`config.mk`:
```
export PLATFORM = sky130hd
export DESIGN_NAME = sprite_blitter_param
export DESIGN_NICKNAME = d
export VERILOG_FILES = /design/src/rtl/sprite_blitter_param.sv
export SDC_FILE = /design/constraint.sdc
export NUM_CORES = 1
export LEC_CHECK = 0
export BUFFER_PORTS_ARGS = -buffer_cell sky130_fd_sc_hd__buf_2
export CAP_MARGIN = 40
export CORE_ASPECT_RATIO = 2
export CORE_MARGIN = 2
export CORE_UTILIZATION = 40
export DETAILED_ROUTE_END_ITERATION = 12
export PLACE_DENSITY = 0.63
export SLEW_MARGIN = 30
export SYNTH_ARGS = -nofsm -noshare
export SYNTH_HDL_FRONTEND = slang
export SYNTH_SLANG_ARGS = --single-unit
```
`constraint.sdc`:
```
create_clock -name Clk -period 6.6 [get_ports Clk]
set_input_delay 0 -clock Clk [delete_from_list [all_inputs] [get_ports Clk]]
set_output_delay 0 -clock Clk [all_outputs]
set_load 0.005 [all_outputs]
```
`src/rtl/sprite_blitter_param.sv`:
```
// Sprite copy engine: reads a w x h sprite from SDRAM and writes it into a linear framebuffer
// with colour-key transparency and screen-edge clipping. `BLITTER_HFLIP_EN adds horizontal mirroring.
module sprite_blitter_param #(
  parameter int unsigned ADDR_W   = 25,
  parameter int unsigned DATA_W   = 32,
  parameter int unsigned MAX_W    = 64,
  parameter int unsigned MAX_H    = 64,
  parameter int unsigned SCREEN_W = 640,
  parameter int unsigned SCREEN_H = 480,
  localparam int unsigned WW = $clog2(MAX_W) + 1,
  localparam int unsigned HW = $clog2(MAX_H) + 1,
  localparam int unsigned PW = $clog2(MAX_W * MAX_H) + 1
) (
  input  logic              Clk,
  input  logic              Reset,
  input  logic              start,
  input  logic [ADDR_W-1:0] src_base,
  input  logic [ADDR_W-1:0] fb_base,
  input  logic [9:0]        dst_x,
  input  logic [9:0]        dst_y,
  input  logic [WW-1:0]     spr_w,
  input  logic [HW-1:0]     spr_h,
  input  logic              key_en,
  input  logic [DATA_W-1:0] key_color,
`ifdef BLITTER_HFLIP_EN
  input  logic              hflip,
`endif
  output logic              busy,
  output logic              done,
  output logic [PW-1:0]     pix_written,
  output logic              mem_rd,
  output logic              mem_wr,
  output logic [ADDR_W-1:0] mem_addr,
  output logic [DATA_W-1:0] mem_wdata,
  input  logic [DATA_W-1:0] mem_rdata,
  input  logic              mem_ack
);

  typedef enum logic [1:0] {StIdle, StRead, StWrite, StDone} state_e;

  state_e              state_q;
  logic [ADDR_W-1:0]   src_base_q, fb_base_q;
  logic [9:0]          dst_x_q, dst_y_q;
  logic [WW-1:0]       spr_w_q, col_q;
  logic [HW-1:0]       spr_h_q, row_q;
  logic                key_en_q;
  logic [DATA_W-1:0]   key_color_q;
`ifdef BLITTER_HFLIP_EN
  logic                hflip_q;
`endif

  logic [10:0]         x_sum, y_sum;
  logic                clipped, last_col, last_pix;
  logic [WW-1:0]       src_col, col_nxt;
  logic [HW-1:0]       row_nxt;
  logic [ADDR_W-1:0]   rd_addr, wr_addr;

  always_comb begin
    // 11-bit sums so a destination beyond the screen edge can never wrap back on-screen
    x_sum    = {1'b0, dst_x_q} + 11'(col_q);
    y_sum    = {1'b0, dst_y_q} + 11'(row_q);
    clipped  = (x_sum >= 11'(SCREEN_W)) || (y_sum >= 11'(SCREEN_H));
    src_col  = col_q;
`ifdef BLITTER_HFLIP_EN
    if (hflip_q) src_col = spr_w_q - WW'(1) - col_q;
`endif
    last_col = (col_q == spr_w_q - WW'(1));
    last_pix = last_col && (row_q == spr_h_q - HW'(1));
    col_nxt  = last_col ? '0 : col_q + WW'(1);
    row_nxt  = last_col ? row_q + HW'(1) : row_q;
    rd_addr  = src_base_q + ADDR_W'(row_q) * ADDR_W'(spr_w_q) + ADDR_W'(src_col);
    wr_addr  = fb_base_q + ADDR_W'(y_sum) * ADDR_W'(SCREEN_W) + ADDR_W'(x_sum);
  end

  always_ff @(posedge Clk or posedge Reset) begin
    if (Reset) begin
      state_q     <= StIdle;
      src_base_q  <= '0;
      fb_base_q   <= '0;
      dst_x_q     <= '0;
      dst_y_q     <= '0;
      spr_w_q     <= '0;
      spr_h_q     <= '0;
      key_en_q    <= 1'b0;
      key_color_q <= '0;
`ifdef BLITTER_HFLIP_EN
      hflip_q     <= 1'b0;
`endif
      col_q       <= '0;
      row_q       <= '0;
      busy        <= 1'b0;
      done        <= 1'b0;
      pix_written <= '0;
      mem_rd      <= 1'b0;
      mem_wr      <= 1'b0;
      mem_addr    <= '0;
      mem_wdata   <= '0;
    end else begin
      unique case (state_q)
        StIdle: begin
          done <= 1'b0;
          if (start) begin
            src_base_q  <= src_base;
            fb_base_q   <= fb_base;
            dst_x_q     <= dst_x;
            dst_y_q     <= dst_y;
            spr_w_q     <= spr_w;
            spr_h_q     <= spr_h;
            key_en_q    <= key_en;
            key_color_q <= key_color;
`ifdef BLITTER_HFLIP_EN
            hflip_q     <= hflip;
`endif
            col_q       <= '0;
            row_q       <= '0;
            pix_written <= '0;
            busy        <= 1'b1;
            state_q     <= (spr_w == '0 || spr_h == '0) ? StDone : StRead;
          end
        end
        StRead: begin
          if (!mem_rd) begin
            // First cycle of a pixel: either skip it (clipped) or launch the read
            if (clipped) begin
              col_q   <= col_nxt;
              row_q   <= row_nxt;
              state_q <= last_pix ? StDone : StRead;
            end else begin
              mem_rd   <= 1'b1;
              mem_addr <= rd_addr;
            end
          end else if (mem_ack) begin
            mem_rd <= 1'b0;
            if (key_en_q && mem_rdata == key_color_q) begin
              col_q   <= col_nxt;
              row_q   <= row_nxt;
              state_q <= last_pix ? StDone : StRead;
            end else begin
              mem_wr    <= 1'b1;
              mem_addr  <= wr_addr;
              mem_wdata <= mem_rdata;
              state_q   <= StWrite;
            end
          end
        end
        StWrite: begin
          if (mem_ack) begin
            mem_wr      <= 1'b0;
            pix_written <= pix_written + PW'(1);
            col_q       <= col_nxt;
            row_q       <= row_nxt;
            state_q     <= last_pix ? StDone : StRead;
          end
        end
        StDone: begin
          busy    <= 1'b0;
          done    <= 1'b1;
          state_q <= StIdle;
        end
        default: state_q <= StIdle;
      endcase
    end
  end

endmodule
```
==> run summary <==
CTS clk-pin slew, worst paths -> 0.07 ns
Ys flop type -> dfrtp_1
#FFs+latches synth -> 207
# resized after CTS -> 0
Area grow syn2layout -> 28.5%
Final #Nets -> 2,047
Worst endpoint required time -> 7.01 ns
Crit path from -> row_q[1]
HPWL Detailed -> 29.4 mm
Diode count -> 0
Die W -> 137 um
Die ar. -> 0.0371 mm^2
CP arrival -> 6.32 ns
Grt total ovfl -> 0
Tcrit/Tclk final -> 89.5%
Fin. Hold Viols -> 0
Fmax -> 169 MHz
Post-Syn Area per Cell -> 10.5 um^2
Hold crit path type -> primary input to asynchronous set/reset pin
Initial antenna violation count -> 0
Site Rows -> 97
Vias in the first global route -> 12,200
Share of cells above drive strength 1 -> 25.9%
Worst slew pin tran -> 0.715 ns
Most common cell after layout, fill and taps aside -> buf_2
Max cap viols -> 0
# clock sinks -> 207
Worst Setup End Kind -> flip-flop
Crit path kind -> flip-flop to flip-flop
Drt pass-1 iters -> 5
Vias -> 11,300
Worst Setup Start Kind -> flip-flop
Largest stage delay, worst path -> 0.69 ns
Root buf cell -> clkbuf_16
Final min period -> 5.91 ns
Synth unique cells -> 74
CP Max Fanout -> 13
Largest net degree at the start of global routing -> 71
Final setup vio count -> 0
Reg2Reg Depth -> 21
Worst setup endpoint -> mem_addr[23]
Reg-to-reg critical path startpoint -> row_q[1]
Clock Path Buffers -> 3
Port bufs -> 226
Setup Skew -> 0.0179 ns
Per-cell routed wire length -> 17.3 um
Total negative setup slack -> 0 ns
Antenna Nets Post-Route -> 0
Effective utilization at floorplan -> 40.6%
Fillers -> 3,135
Via-to-Cell Ratio -> 5.17
Number of setup buffers added after CTS -> 0
Syn_nets -> 1,674
Fin. max-slew vios -> 0
Routed WL -> 37.9 mm
Clk_lat worst skew -> 0.53 ns
Gr usage total -> 20.7%
Slowest cell on the critical path -> dfrtp_1
Synth Warn # -> 0
Most common cell on crit path -> ha_1
RR Endpoint -> mem_addr[23]
Die Span Y -> 270 um
Core Footprint -> 0.0350 mm^2
Crit path cell chain -> ha_1 > a211oi_1 > o21ai_2 > xor2_1 > ha_1 > ha_1 > a21oi_1 > o21ai_0 > a21oi_1 > o21ai_0 > o211a_1 > maj3_1 > xor2_1 > ha_1 > ha_1 > or2_2 > a2111o_1 > a22oi_1 > xor2_1 > mux2i_1 > mux2_2
Drt drc -> 0
Syn Std Cell Area -> 0.0142 mm^2
Most frequent cells in the layout -> 226 x buf_2, 207 x dfrtp_1, 153 x mux2_2, 153 x dlygate4sd3_1, 112 x ha_1
Post-synthesis cell count -> 1,357
TritonCTS Buffers -> 22
Placer Congestion -> 0.894
CTS H-Tree Depth -> 1
Initial drt markers -> 450
Async SR Flop Fraction -> 100%
Sequential fraction of the synthesis area -> 36.5%
Global-route wire length before repair -> 60.8 mm
EDFF count, synth -> 0
RSZ-0062 raised after global routing -> false
CTS tree -> built
R2R setup slack -> 0.69 ns
Status -> finished clean
I/O pin cnt -> 227
Worst slew margin -> 52.2%
[how the worst min path moves through the flow]
stage                   from        endpoint  slack [ns]  depth (start not counted)
2_1_floorplan  mem_rdata[28]   mem_wdata[28]        0.15                          1
3_3_place_gp    src_base[16]  src_base_q[16]        0.23                          2
3_5_place_dp           Reset    mem_wdata[1]        0.06                          2
4_1_cts                Reset    mem_wdata[1]        0.05                          3
5_1_grt                Reset    mem_wdata[1]        0.06                          3
6_report               Reset    mem_wdata[1]        0.03                          3
[through the flow]
step                      std cells  hold slack [ns]  instance area, um^2  setup WS, ns  util, %
after floorplan                1357            0.151                14200         0.948        -
after global placement         1995            0.232                15800         0.831     45.2
after detailed placement       1998           0.0649                15900         0.721     45.5
after CTS                      2191           0.0451                18200         0.686     52.2
after global routing           2191           0.0631                18200         0.373     52.2
final                          2191           0.0278                18200         0.694     52.2
[layer usage]
layer / routed length [um] / global-route usage (%) / vias up
met3: 1610 / 2.72 / 82
met1: 13600 / 21.3 / 5497
met4: 1670 / 8.87 / 0
met2: 21000 / 40.3 / 274
met5: 0 / 0 / -
li1: - / - / 5466
[synthesized netlist by cell type, types with 23 or more instances]
library cell / n / share of area, %
a21oi_1: 52 / 1.8
nor2_1: 58 / 1.5
mux2_2: 153 / 12
ha_1: 112 / 9.9
nand2_1: 101 / 2.7
dfrtp_1: 207 / 36
clkbuf_1: 37 / 0.98
and2_1: 34 / 1.5
inv_1: 105 / 2.8
nand3_1: 23 / 0.81
fa_1: 52 / 7.3
o21ai_0: 70 / 2.5
xnor2_1: 70 / 4.3
xor2_1: 48 / 3.0
[flip-flops by register name (all words and copies together), names as in the netlist]
register / count
row_q: 7
spr_h_q: 7
pix_written: 13
state_q: 2
key_color_q: 32
mem_wr: 1
dst_x_q: 10
col_q: 7
mem_wdata: 32
src_base_q: 25
key_en_q: 1
busy: 1
dst_y_q: 10
fb_base_q: 25
spr_w_q: 7
done: 1
mem_rd: 1
mem_addr: 25
[kinds of logic after synthesis]
| logic type | count (synthesis) | share of synthesized area, % |
|---|---|---|
| and+or+nand+nor | 316 | 11.1 |
| AOI/OAI and AO/OA | 241 | 11.1 |
| DFF | 207 | 36.5 |
| adders and majority gates | 165 | 17.3 |
| muxes | 160 | 12.6 |
| buffers and inverters | 150 | 4.14 |
| xor gates and xnor gates | 118 | 7.28 |
[area by class of cell]
class	instances	area, um^2	area share (%)
tap	445	557	3.05
timing repair buffer	393	2830	15.5
clock buffer	29	628	3.44
inverter	106	405	2.22
sequential	207	5180	28.4
clock inverter	11	193	1.06
multi-input combinational	1000	8460	46.3
[worst max-delay path: cells and delay by family (launching register included)]
| kind | cells | cell delay [ns] |
|---|---|---|
| adder cells (fa/ha/maj) | 6 | 1.86 |
| XOR/XNOR | 3 | 0.63 |
| multiplexers | 2 | 0.35 |
| flip-flops | 1 | 0.69 |
| AO/OA/AOI/OAI | 9 | 1.97 |
| AND/OR/NAND/NOR | 1 | 0.30 |
[what timing repair did]
| action | CTS | global route |
|---|---|---|
| hold buffers | 153 | 0 |
| endpoints found under the setup margin | 0 | 0 |
| hold endpoints to repair | 239 | 0 |
Power is left out: the tool's default activity adds up to more than one toggle a clock period on the data nets, which glitch-free logic cannot reach.
